===== config.mk =====
export PLATFORM = sky130hd
export DESIGN_NAME = input_stream_reader_req_gen
export DESIGN_NICKNAME = d
export VERILOG_FILES = /design/src/rtl/input_stream_reader_req_gen.sv
export SDC_FILE = /design/constraint.sdc
export NUM_CORES = 1
export LEC_CHECK = 0
export BUFFER_PORTS_ARGS = -buffer_cell sky130_fd_sc_hd__buf_2
export CAP_MARGIN = 20
export CORE_MARGIN = 2
export CORE_UTILIZATION = 55
export DETAILED_ROUTE_END_ITERATION = 8
export PLACE_DENSITY_LB_ADDON = 0.12
export RECOVER_POWER = 25
export SLEW_MARGIN = 20
export SYNTH_ARGS = -nofsm -noshare
export SYNTH_HDL_FRONTEND = slang
export SYNTH_SLANG_ARGS = --single-unit

===== constraint.sdc =====
create_clock -name clk -period 9.1 [get_ports clk]
set_input_delay 0.455 -clock clk [delete_from_list [all_inputs] [get_ports clk]]
set_output_delay 0.455 -clock clk [all_outputs]
set_load 0.005 [all_outputs]

===== src/rtl/input_stream_reader_req_gen.sv =====
// -----------------------------------------------------------------------------
// input_stream_reader_req_gen
//
// Splits read descriptors (virtual address, byte length) into host read
// requests. No request is larger than MAX_REQ_BYTES or crosses a
// MAX_REQ_BYTES-aligned boundary. A completion-credit counter limits the
// number of issued-but-uncompleted requests to MAX_OUTSTANDING.
//
// Ports:
//   clk, rst_n           clock, synchronous active-low reset
//   i_vaddr/i_len        descriptor start address / byte length
//   i_valid/i_ready      descriptor handshake
//   o_vaddr/o_len/o_last request address / length / last-of-descriptor
//   o_valid/o_ready      request handshake
//   i_cmpl               one-cycle pulse per completed request
//   o_outstanding        current credit count (requests in flight)
//   o_idle               no descriptor, no presented request, no credits used
// -----------------------------------------------------------------------------
module input_stream_reader_req_gen #(
  parameter int VADDR_BITS                = 48,
  parameter int TRANSFER_ADDRESS_LEN_BITS = 28,
  parameter int MAX_REQ_BYTES             = 4096,
  parameter int MAX_OUTSTANDING           = 8
) (
  input  logic                                       clk,
  input  logic                                       rst_n,
  input  logic [VADDR_BITS-1:0]                      i_vaddr,
  input  logic [TRANSFER_ADDRESS_LEN_BITS-1:0]       i_len,
  input  logic                                       i_valid,
  output logic                                       i_ready,
  output logic [VADDR_BITS-1:0]                      o_vaddr,
  output logic [TRANSFER_ADDRESS_LEN_BITS-1:0]       o_len,
  output logic                                       o_last,
  output logic                                       o_valid,
  input  logic                                       o_ready,
  input  logic                                       i_cmpl,
  output logic [$clog2(MAX_OUTSTANDING+1)-1:0]       o_outstanding,
  output logic                                       o_idle
);

  localparam int LW = TRANSFER_ADDRESS_LEN_BITS;
  localparam int CW = $clog2(MAX_OUTSTANDING + 1);
  localparam logic [VADDR_BITS-1:0] OFF_MASK   = VADDR_BITS'(MAX_REQ_BYTES - 1);
  localparam logic [LW-1:0]         REQ_BYTES  = LW'(MAX_REQ_BYTES);
  localparam logic [CW-1:0]         CREDIT_MAX = CW'(MAX_OUTSTANDING);

  typedef enum logic [0:0] {
    ST_IDLE  = 1'b0,
    ST_ISSUE = 1'b1
  } state_t;

  // Bytes left to the next aligned boundary, clipped to what remains.
  function automatic logic [LW-1:0] chunk_len(input logic [VADDR_BITS-1:0] addr,
                                              input logic [LW-1:0]         rem);
    logic [LW-1:0] room;
    room = REQ_BYTES - LW'(addr & OFF_MASK);
    return (rem < room) ? rem : room;
  endfunction

  state_t                  state_r, state_s;
  logic [VADDR_BITS-1:0]   cur_addr_r, cur_addr_s;
  logic [LW-1:0]           remaining_r, remaining_s;
  logic [VADDR_BITS-1:0]   vaddr_r, vaddr_s;
  logic [LW-1:0]           len_r, len_s;
  logic                    last_r, last_s;
  logic                    valid_r, valid_s;
  logic                    ready_r, ready_s;
  logic                    idle_r, idle_s;
  logic [CW-1:0]           cnt_r, cnt_s;

  logic                    accept_s;
  logic                    slot_free_s;
  logic [CW-1:0]           cnt_dec_s;
  logic                    credit_ok_s;
  logic                    have_work_s;
  logic [VADDR_BITS-1:0]   src_addr_s;
  logic [LW-1:0]           src_rem_s;
  logic [LW-1:0]           chunk_s;
  logic                    chunk_last_s;
  logic                    load_s;

  // Next-state, chunk split, credit accounting and next output values.
  always_comb begin
    state_s     = state_r;
    cur_addr_s  = cur_addr_r;
    remaining_s = remaining_r;
    vaddr_s     = vaddr_r;
    len_s       = len_r;
    last_s      = last_r;

    accept_s    = i_valid && ready_r && (state_r == ST_IDLE);
    slot_free_s = !valid_r || o_ready;

    if (i_cmpl && (cnt_r != {CW{1'b0}})) begin
      cnt_dec_s = cnt_r - CW'(1'b1);
    end else begin
      cnt_dec_s = cnt_r;
    end
    credit_ok_s = (cnt_dec_s < CREDIT_MAX);

    // In IDLE the first chunk is cut straight from the incoming descriptor
    // so a free slot gets its request on the cycle after acceptance.
    if (state_r == ST_ISSUE) begin
      src_addr_s  = cur_addr_r;
      src_rem_s   = remaining_r;
      have_work_s = 1'b1;
    end else begin
      src_addr_s  = i_vaddr;
      src_rem_s   = i_len;
      have_work_s = accept_s && (i_len != {LW{1'b0}});
    end

    chunk_s      = chunk_len(src_addr_s, src_rem_s);
    chunk_last_s = (chunk_s == src_rem_s);
    load_s       = have_work_s && slot_free_s && credit_ok_s;

    if (valid_r && o_ready) begin
      valid_s = 1'b0;
    end else begin
      valid_s = valid_r;
    end

    case (state_r)
      ST_IDLE: begin
        if (have_work_s) begin
          cur_addr_s  = i_vaddr;
          remaining_s = i_len;
          state_s     = ST_ISSUE;
        end else begin
          state_s     = ST_IDLE;
        end
      end
      ST_ISSUE: state_s = ST_ISSUE;
      default:  state_s = ST_IDLE;
    endcase

    if (load_s) begin
      vaddr_s     = src_addr_s;
      len_s       = chunk_s;
      last_s      = chunk_last_s;
      valid_s     = 1'b1;
      cur_addr_s  = src_addr_s + VADDR_BITS'(chunk_s);
      remaining_s = src_rem_s - chunk_s;
      state_s     = chunk_last_s ? ST_IDLE : ST_ISSUE;
      cnt_s       = cnt_dec_s + CW'(1'b1);
    end else begin
      cnt_s       = cnt_dec_s;
    end

    ready_s = (state_s == ST_IDLE);
    idle_s  = (state_s == ST_IDLE) && !valid_s && (cnt_s == {CW{1'b0}});
  end

  // State, descriptor progress and registered outputs.
  always_ff @(posedge clk) begin
    if (!rst_n) begin
      state_r     <= ST_IDLE;
      cur_addr_r  <= {VADDR_BITS{1'b0}};
      remaining_r <= {LW{1'b0}};
      vaddr_r     <= {VADDR_BITS{1'b0}};
      len_r       <= {LW{1'b0}};
      last_r      <= 1'b0;
      valid_r     <= 1'b0;
      ready_r     <= 1'b1;
      idle_r      <= 1'b1;
      cnt_r       <= {CW{1'b0}};
    end else begin
      state_r     <= state_s;
      cur_addr_r  <= cur_addr_s;
      remaining_r <= remaining_s;
      vaddr_r     <= vaddr_s;
      len_r       <= len_s;
      last_r      <= last_s;
      valid_r     <= valid_s;
      ready_r     <= ready_s;
      idle_r      <= idle_s;
      cnt_r       <= cnt_s;
    end
  end

  assign i_ready       = ready_r;
  assign o_vaddr       = vaddr_r;
  assign o_len         = len_r;
  assign o_last        = last_r;
  assign o_valid       = valid_r;
  assign o_outstanding = cnt_r;
  assign o_idle        = idle_r;

endmodule


==> results of run 1 <==
==> power groups by stage <==
stage          logic [W]  registers [W]  clock network (W)
2_1_floorplan    0.00103       0.000998                  0
3_3_place_gp     0.00138        0.00101                  0
3_5_place_dp     0.00140        0.00102                  0
4_1_cts          0.00141        0.00100           0.000727
5_1_grt          0.00159        0.00103           0.000758
6_report         0.00142        0.00101           0.000716
==> cell usage after synthesis, drive strengths merged, types with 23 or more instances <==
library cell | count | area [um2]
o21ai | 48 | 240
nor2 | 106 | 398
a21oi | 83 | 415
dfxtp | 161 | 3220
a311oi | 23 | 201
nor3 | 29 | 145
xor2 | 32 | 280
ha | 55 | 688
nand2 | 215 | 807
nand3 | 43 | 215
xnor2 | 39 | 342
mux2 | 28 | 315
a211oi | 47 | 353
clkbuf | 67 | 251
and3 | 34 | 213
mux2i | 57 | 571
inv | 50 | 188
==> per-stage QoR <==
stage | cells | utilization [%] | instance area [um2] | setup slack, ns | hold WS [ns]
4_1_cts | 1795 | 64.1 | 12500 | 1.66 | 0.279
5_1_grt | 1795 | 64.0 | 12500 | 1.05 | 0.284
2_1_floorplan | 1406 | - | 11000 | 2.01 | 0.446
3_3_place_gp | 1763 | 61.1 | 11900 | 1.86 | 0.441
3_5_place_dp | 1763 | 61.1 | 11900 | 1.68 | 0.443
6_report | 1795 | 64.0 | 12500 | 1.61 | 0.282
==> layout make-up <==
class	instances	area share (%)
inverter	51	1.54
clock inverter	14	1.19
tap	265	2.65
timing repair buffer	178	7.27
clock buffer	18	3.44
sequential	161	25.8
multi-input combinational	1108	58.1
==> layout by cell type, fill, tap and decap left out, types with 6 or more instances in the layout <==
cell       instances
xor2_1            32
nor2_1           105
o21a_1             9
conb_1            14
a311oi_1          23
xnor2_1           39
o21ai_0           46
mux2_2            28
nor2b_1           11
a31oi_1           14
o21bai_1           9
ha_1              55
inv_1             50
a211oi_1          47
o31a_1             6
clkbuf_1          15
nor4_1            12
o311ai_0          11
clkbuf_16         17
nand2b_1           7
and2_1             6
nand4_1           22
buf_2            150
or3_1             12
a221oi_1          12
nor3_1            29
nand2_1          214
and3_1            34
o31ai_1            8
nand3_1           43
buf_4             14
o211ai_1          13
a21oi_1           82
mux2i_1           57
dfxtp_1          160
a21o_1            20
==> layer usage <==
metal / share of wire [%] / wire length [um] / track usage [%] / vias to the layer above
met3: 7.2 / 2290 / 4.21 / 45
met5: 0 / 0 / 0 / -
met1: 46 / 14700 / 41.8 / 5169
li1: - / - / - / 5328
met4: 2.1 / 658 / 9.51 / 0
met2: 45 / 14300 / 46.6 / 415
==> cells by family after synthesis <==
logic type | count (synthesis) | synth area share (%)
XOR/XNOR | 71 | 5.68
other | 1 | 0.0342
buffers and inverters | 137 | 5.05
AO/OA/AOI/OAI | 356 | 22.6
multiplexers | 85 | 8.09
flip-flops | 161 | 29.4
AND/OR/NAND/NOR | 525 | 22.4
adder cells (fa/ha/maj) | 57 | 6.65
==> worst register-to-register path, delay by kind of cell (launching register included) <==
family,cells,cell delay [ns]
multiplexers,1,0.32
adder cells (fa/ha/maj),1,0.35
AO/OA/AOI/OAI,9,2.35
AND/OR/NAND/NOR,4,1.54
flip-flops,1,0.66
buffers and inverters,5,2.20
==> sequential cells by signal (all words and copies together), names as in the netlist <==
register and cells:
o_len 28, o_outstanding 4, o_last 1, cur_addr_r 48, remaining_r 28, o_vaddr 48, i_ready 1, state_r 1
o_valid 1, o_idle 1
==> worst paths after layout <==
path / from / end / slack (ns)
max: state_r$_SDFF_PN0_ / cur_addr_r[40]$_SDFFE_PN0P_ / 1.61
min reg2reg: o_vaddr[22]$_SDFFE_PN0P_ / o_vaddr[22]$_SDFFE_PN0P_ / 0.45
max reg2reg: state_r$_SDFF_PN0_ / cur_addr_r[40]$_SDFFE_PN0P_ / 1.61
min: i_vaddr[38] / cur_addr_r[38]$_SDFFE_PN0P_ / 0.28
==> results.json, run 1 <==
{
  "status": "completed",
  "pwr-share-seq_pct": 32.0,
  "ys_warn_count": 0,
  "timing.final.hold_violations": 0,
  "rsz0062_at_grt": "false",
  "slowest_delay_ns": 0.73,
  "ys_seq_area_share_pct": 29.4,
  "grt_pass1_wl_um": 51400,
  "ant_nets": 0,
  "postCtsResizedCells": 0,
  "path_buf_inv": 5,
  "dr.pass1.iters": 6,
  "insertion_delay_ns": 0.44,
  "final-setup-viol-count": 0,
  "cp.depth": 20,
  "avgRoutedWirePerCell_um": 17.8,
  "p_sw_w": 0.00131,
  "io_pins": 165,
  "cts-root-buf": "clkbuf_16",
  "cts_hold_buf": 0,
  "antenna_found_initial": 0,
  "p_sw_share_pct": 41.5,
  "synth_cells": 1393,
  "crit_path_end_kind": "flop",
  "arrival_ns": 7.86,
  "drive_gt1_share_pct": 15.8,
  "grt_pass1_vias": 10100,
  "r2r_cells": 20,
  "grt_overflow": 0,
  "whs_path_depth": 3,
  "drc": 0,
  "ys_ff_latch": 161,
  "crit_slowest_cell": "buf_4",
  "start_util_pct": 56.1,
  "synth-edff-count": 0,
  "diodes": 0,
  "fin_crit_sh_pct": 82.3,
  "p_clk_share_pct": 22.8,
  "port_buffers": 164,
  "async_reset_ff_share_pct": 0,
  "grt_max_degree": 95,
  "p_int_w": 0.00184,
  "final.min_clock_period_ns": 7.49,
  "netlist_area_um2": 11000,
  "yosys.cell_types.count": 75,
  "cp_common_cell": "buf_4",
  "die_area_um2": 21100,
  "cts_buffers": 17,
  "seqCellArea_um2": 3230,
  "cap_violations": 0,
  "cts.sinks": 161,
  "max_slew_margin_pct": 31.8,
  "rows": 51,
  "cts_tree": "built",
  "comb_power_share_pct": 45.3,
  "powerDensity_nw_per_um2": 252,
  "crit_fanout": 64,
  "post_cts_buffers": 0,
  "routed_wl_um": 32000,
  "syn_avg_cell_area_um2": 7.86,
  "slew_violations": 0,
  "syn_to_final_growth_pct": 14.1,
  "grt_usage_pct": 29.6,
  "path_class": "flop to flop",
  "synth_ff_type": "dfxtp_1",
  "crit_family": "compound AO/OA/AOI/OAI gates",
  "fin_setup_tns_ns": 0,
  "dieWidth_um": 145,
  "gp_congestion": 0.918,
  "multiInputGateArea_um2": 7260,
  "hold_path_class": "input pin to flop",
  "tightestPinTransition_ns": 1.02,
  "cts_buffer_depth": 2,
  "path_cells": "buf_4 -> buf_4 -> inv_1 -> a21oi_1 -> and4b_1 -> nand3_1 -> a311o_1 -> a41oi_2 -> buf_4 -> mux2i_1 -> inv_1 -> ha_1 -> o21a_1 -> o21ai_0 -> or3_1 -> o22ai_1 -> o211ai_1 -> or4_1 -> o21bai_1 -> a31oi_1",
  "die_height_um": 145,
  "total_power_w": 0.00315,
  "fmax_ghz": 0.133,
  "clk_pin_slew_ns": 0.07,
  "vdd_drop_max_v": 0.000162,
  "clock_skew_ns": 0.0117,
  "p_leak_nw": 5.35,
  "core-area_um2": 19500,
  "fill_cells": 1810,
  "via_per_inst": 6.10,
  "vias": 11000,
  "dp_hpwl_um": 22300,
  "htree_levels": 4,
  "worst-endpoint-required_ns": 9.47,
  "nets": 1655,
  "start_kind": "flop",
  "first_iter_violations": 705
}
No activity file was read; power rests on OpenSTA's default activity.
==> run 2, diff against run 1 <==
==> constraint.sdc (replaced) <==
create_clock -name clk -period 7.2 [get_ports clk]
set_input_delay 0.36 -clock clk [delete_from_list [all_inputs] [get_ports clk]]
set_output_delay 0.36 -clock clk [all_outputs]
set_load 0.005 [all_outputs]
==> results.json, run 2 (same netlist as run 1, synthesis figures left out) <==
{
  "port_buffers": 164,
  "hold_path_class": "input pin to flop",
  "max_slew_margin_pct": 30.2,
  "crit_fanout": 8,
  "htree_levels": 4,
  "place_area_um2": 12000,
  "drive_gt1_share_pct": 16.9,
  "final-setup-viol-count": 0,
  "slew_violations": 0,
  "clk_pin_slew_ns": 0.07,
  "cts.sinks": 161,
  "cts_buffer_depth": 2,
  "vias": 11000,
  "powerDensity_nw_per_um2": 314,
  "dieWidth_um": 145,
  "insertion_delay_ns": 0.44,
  "timing.final.hold_violations": 0,
  "path_class": "flop to flop",
  "drc": 0,
  "nets": 1670,
  "clock_skew_ns": 0.00973,
  "rsz0062_at_grt": "false",
  "total_power_w": 0.00396,
  "antenna_found_initial": 1,
  "final_area_um2": 12600,
  "io_pins": 165,
  "avgRoutedWirePerCell_um": 17.9,
  "grt_overflow": 0,
  "start_util_pct": 56.1,
  "core-area_um2": 19500,
  "final.min_clock_period_ns": 6.80,
  "vdd_drop_max_v": 0.000186,
  "p_leak_nw": 5.40,
  "worst-endpoint-required_ns": 7.53,
  "die_area_um2": 21100,
  "via_per_inst": 6.08,
  "grt_pass1_wl_um": 53000,
  "gp_congestion": 0.941,
  "syn_to_final_growth_pct": 15.3,
  "routed_wl_um": 32300,
  "arrival_ns": 7.13,
  "fin_setup_tns_ns": 0,
  "cts_tree": "built",
  "cts-root-buf": "clkbuf_16",
  "grt_pass1_vias": 10400,
  "tightestPinTransition_ns": 1.04,
  "final_cell_mix": "214 x nand2_1, 160 x dfxtp_1, 149 x buf_2",
  "fin_crit_sh_pct": 94.5,
  "dp_hpwl_um": 22500,
  "grt_max_degree": 113,
  "first_iter_violations": 978,
  "fill_cells": 1791,
  "rows": 51,
  "seqCellArea_um2": 3230,
  "multiInputGateArea_um2": 7290,
  "cts_buffers": 17,
  "die_height_um": 145,
  "grt_usage_pct": 30.1,
  "crit_path_end_kind": "flop",
  "start_kind": "flop",
  "ant_nets": 0,
  "status": "completed",
  "cap_violations": 0,
  "dr.pass1.iters": 5,
  "fmax_ghz": 0.147,
  "final_common_cell": "nand2_1"
}
-- run 2: cell types whose count changed in the layout (fill, tap and decap cells not counted), sizes merged --
| cell | delta |
|---|---|
| inv | -1 |
| clkbuf | +1 |
| clkinvlp | +4 |
| clkinv | -3 |
| diode | +2 |
| buf | +14 |
| bufinv | -1 |
-- run 2: metal layers --
metal / up-vias / wire length (um) / GRT usage (%) / share of wire, %
met5: - / 0 / 0 / 0
met4: 0 / 804 / 9.31 / 2.5
met3: 57 / 2180 / 4.53 / 6.7
met2: 433 / 14400 / 47.5 / 44
met1: 5154 / 15000 / 42.5 / 46
li1: 5367 / - / - / -
-- run 2: final timing paths --
| path | from | end | slack, ns | cells after the start |
|---|---|---|---|---|
| setup / recovery | state_r$_SDFF_PN0_ | remaining_r[24]$_SDFFE_PN0P_ | 0.40 | 24 |
| hold / removal | i_vaddr[38] | cur_addr_r[38]$_SDFFE_PN0P_ | 0.19 | 3 |
| setup reg to reg | state_r$_SDFF_PN0_ | remaining_r[24]$_SDFFE_PN0P_ | 0.40 | 24 |
| hold reg to reg | o_vaddr[21]$_SDFFE_PN0P_ | o_vaddr[21]$_SDFFE_PN0P_ | 0.45 | 2 |
-- run 2: cell type report --
class,instances,share of cell area (%)
Tap cell,265,2.63
Clock inverter,13,0.823
Clock buffer,18,3.48
Sequential cell,161,25.6
Inverter,51,1.53
Antenna cell,2,0.0397
Timing Repair Buffer,193,8.18
Multi-Input combinational cell,1108,57.8
-- run 2: what timing repair did --
action	in CTS	in global routing
setup buffers	0	2
setup endpoints to repair	0	14
resized for setup	0	8
hold buffers	0	0
-- run 2: report_power, final --
group / switching [W] / internal, W
sequential: 0.000144 / 0.00113
clock: 0.000409 / 0.000454
combinational: 0.00110 / 0.000730
-- run 2: per-stage QoR --
stage / setup slack, ns / cells / hold slack (ns) / util, %
after floorplan: 0.115 / 1406 / 0.446 / -
after global placement: 0.229 / 1776 / 0.442 / 61.7
after detailed placement: 0.172 / 1776 / 0.443 / 61.7
after CTS: 0.0968 / 1807 / 0.187 / 64.5
after global routing: 0.0226 / 1810 / 0.195 / 64.6
final: 0.397 / 1811 / 0.191 / 64.6
-- run 2: critical path, stage by stage, from the launching register on --
cell and delay [ns]:
dfxtp_4 0.43, mux2i_1 0.32, nand4_1 0.24, or4_1 0.57, nor3_1 0.22, xnor2_1 0.18, inv_1 0.08, ha_1 0.31
nand4_1 0.11, nor4_1 0.06, a21o_1 0.17, a311o_1 0.36, a41oi_2 0.27, mux2i_2 0.33, ha_1 0.22, inv_1 0.06
fa_1 0.41, a21o_1 0.17, a21o_1 0.21, a2111o_1 0.46, and3_1 0.21, or4b_4 0.58, or4b_1 0.48, a31oi_1 0.17
nor2_1 0.06
==> run 3, diff against run 2 <==
--- a/config.mk
+++ b/config.mk
@@ -8,7 +8,7 @@
 export BUFFER_PORTS_ARGS = -buffer_cell sky130_fd_sc_hd__buf_2
 export CAP_MARGIN = 20
 export CORE_MARGIN = 2
-export CORE_UTILIZATION = 55
+export CORE_UTILIZATION = 34
 export DETAILED_ROUTE_END_ITERATION = 8
 export PLACE_DENSITY_LB_ADDON = 0.12
 export RECOVER_POWER = 25
==> results.json, run 3 (same netlist as run 1, synthesis figures left out) <==
{
  "status": "completed",
  "syn_to_final_growth_pct": 17.6,
  "gp_congestion": 0.837,
  "die_height_um": 183,
  "cts-root-buf": "clkbuf_16",
  "final_area_um2": 12900,
  "worst-endpoint-required_ns": 7.55,
  "tightestPinTransition_ns": 1.11,
  "cp_common_cell": "a21o_1",
  "p_leak_nw": 5.39,
  "crit_family": "simple AND/OR/NAND/NOR gates",
  "path_cells": "mux2i_1 -> nand4_1 -> or4_1 -> nor3_1 -> xnor2_1 -> inv_1 -> ha_1 -> nand4_1 -> nor4_1 -> a21o_1 -> a311o_1 -> a41oi_4 -> mux2i_2 -> ha_1 -> inv_1 -> fa_1 -> a21o_1 -> a21o_1 -> a2111o_1 -> and3_1 -> or4b_4 -> or4b_1 -> a31oi_1 -> nor2_1",
  "post-place-ws_ns": 0.125,
  "final-setup-viol-count": 0,
  "die_area_um2": 33700,
  "clock_skew_ns": 0.0180,
  "htree_levels": 4,
  "via_per_inst": 5.52,
  "cap_violations": 0,
  "rrSetupSlack_ns": 0.39,
  "powerDensity_nw_per_um2": 318,
  "grt_pass1_wl_um": 58100,
  "timing.final.hold_violations": 0,
  "arrival_ns": 7.16,
  "ant_nets": 0,
  "slowest_delay_ns": 0.58,
  "avgRoutedWirePerCell_um": 18.8,
  "grt_usage_pct": 21.9,
  "cts_buffers": 17,
  "fin_crit_sh_pct": 94.6,
  "post_cts_buffers": 0,
  "path_buf_inv": 2,
  "max_slew_margin_pct": 26.3,
  "crit_fanout": 11,
  "insertion_delay_ns": 0.46,
  "start_kind": "flop",
  "rsz0062_at_grt": "false",
  "vias": 10800,
  "grt_pass1_vias": 10500,
  "hold_path_class": "input pin to flop",
  "cts.sinks": 161,
  "final.min_clock_period_ns": 6.81,
  "total_power_w": 0.00410,
  "final_common_cell": "nand2_1",
  "cts_tree": "built",
  "first_iter_violations": 678,
  "cts_buffer_depth": 2,
  "fin_ws_ns": 0.392,
  "routed_wl_um": 36700,
  "grt_max_degree": 115,
  "antenna_found_initial": 2,
  "port_buffers": 164,
  "vdd_drop_max_v": 0.000192,
  "core-area_um2": 31600,
  "crit_path_end_kind": "flop",
  "slew_violations": 0,
  "dp_hpwl_um": 25900,
  "dieWidth_um": 183,
  "fin_setup_tns_ns": 0,
  "drc": 0,
  "final_cell_mix": "214 x nand2_1, 160 x dfxtp_1, 128 x buf_2",
  "io_pins": 165,
  "drive_gt1_share_pct": 15.7,
  "start_util_pct": 34.6,
  "grt_overflow": 0,
  "rows": 65,
  "dr.pass1.iters": 5,
  "nets": 1678,
  "crit_slowest_cell": "or4_1",
  "path_class": "flop to flop",
  "clk_pin_slew_ns": 0.08,
  "place_area_um2": 12300,
  "fmax_ghz": 0.147
}
[run 3: power by group]
group	internal [W]	total, W	switching (W)
logic	0.000740	0.00188	0.00114
registers	0.00113	0.00127	0.000142
clock network	0.000541	0.000948	0.000407
[run 3: timing repair]
action	4_1_cts	5_1_grt
endpoints found under the setup margin	0	16
resized for setup	0	7
hold buffers	0	0
[run 3: final timing paths]
check / start / end / cells after the start
max: state_r$_SDFF_PN0_ / remaining_r[24]$_SDFFE_PN0P_ / 24
min: i_vaddr[20] / cur_addr_r[20]$_SDFFE_PN0P_ / 3
max reg2reg: state_r$_SDFF_PN0_ / remaining_r[24]$_SDFFE_PN0P_ / 24
min reg2reg: o_vaddr[22]$_SDFFE_PN0P_ / o_vaddr[22]$_SDFFE_PN0P_ / 2
[run 3: cell type report]
type / instances / area [um2]
Tap cell: 402 / 503
Clock inverter: 10 / 139
Inverter: 51 / 193
Antenna cell: 1 / 2.50
Fill cell: 3373 / 18800
Multi-Input combinational cell: 1108 / 7300
Sequential cell: 161 / 3230
Timing Repair Buffer: 201 / 1080
Clock buffer: 20 / 437
[run 3: stage by stage]
stage	instances	util, %	hold slack [ns]
after floorplan	1406	-	0.446
after global placement	1923	38.9	0.446
after detailed placement	1923	38.9	0.448
after CTS	1953	40.7	0.155
after global routing	1953	40.7	0.162
final	1954	40.7	0.175
[run 3: layer usage]
| layer | routed length (um) | global-route usage (%) |
|---|---|---|
| met3 | 1470 | 3.72 |
| met4 | 654 | 6.11 |
| met5 | 10 | 0 |
| met1 | 17900 | 30.4 |
| met2 | 16600 | 34.9 |
[run 3: worst reg2reg max path, cell delays in order (launching register included)]
cell      delay, ns
dfxtp_4        0.48
mux2i_1        0.28
nand4_1        0.23
or4_1          0.58
nor3_1         0.23
xnor2_1        0.19
inv_1          0.09
ha_1           0.33
nand4_1        0.12
nor4_1         0.06
a21o_1         0.17
a311o_1        0.38
a41oi_4        0.25
mux2i_2        0.28
ha_1           0.20
inv_1          0.06
fa_1           0.40
a21o_1         0.17
a21o_1         0.20
a2111o_1       0.47
and3_1         0.22
or4b_4         0.57
or4b_1         0.48
a31oi_1        0.17
nor2_1         0.07
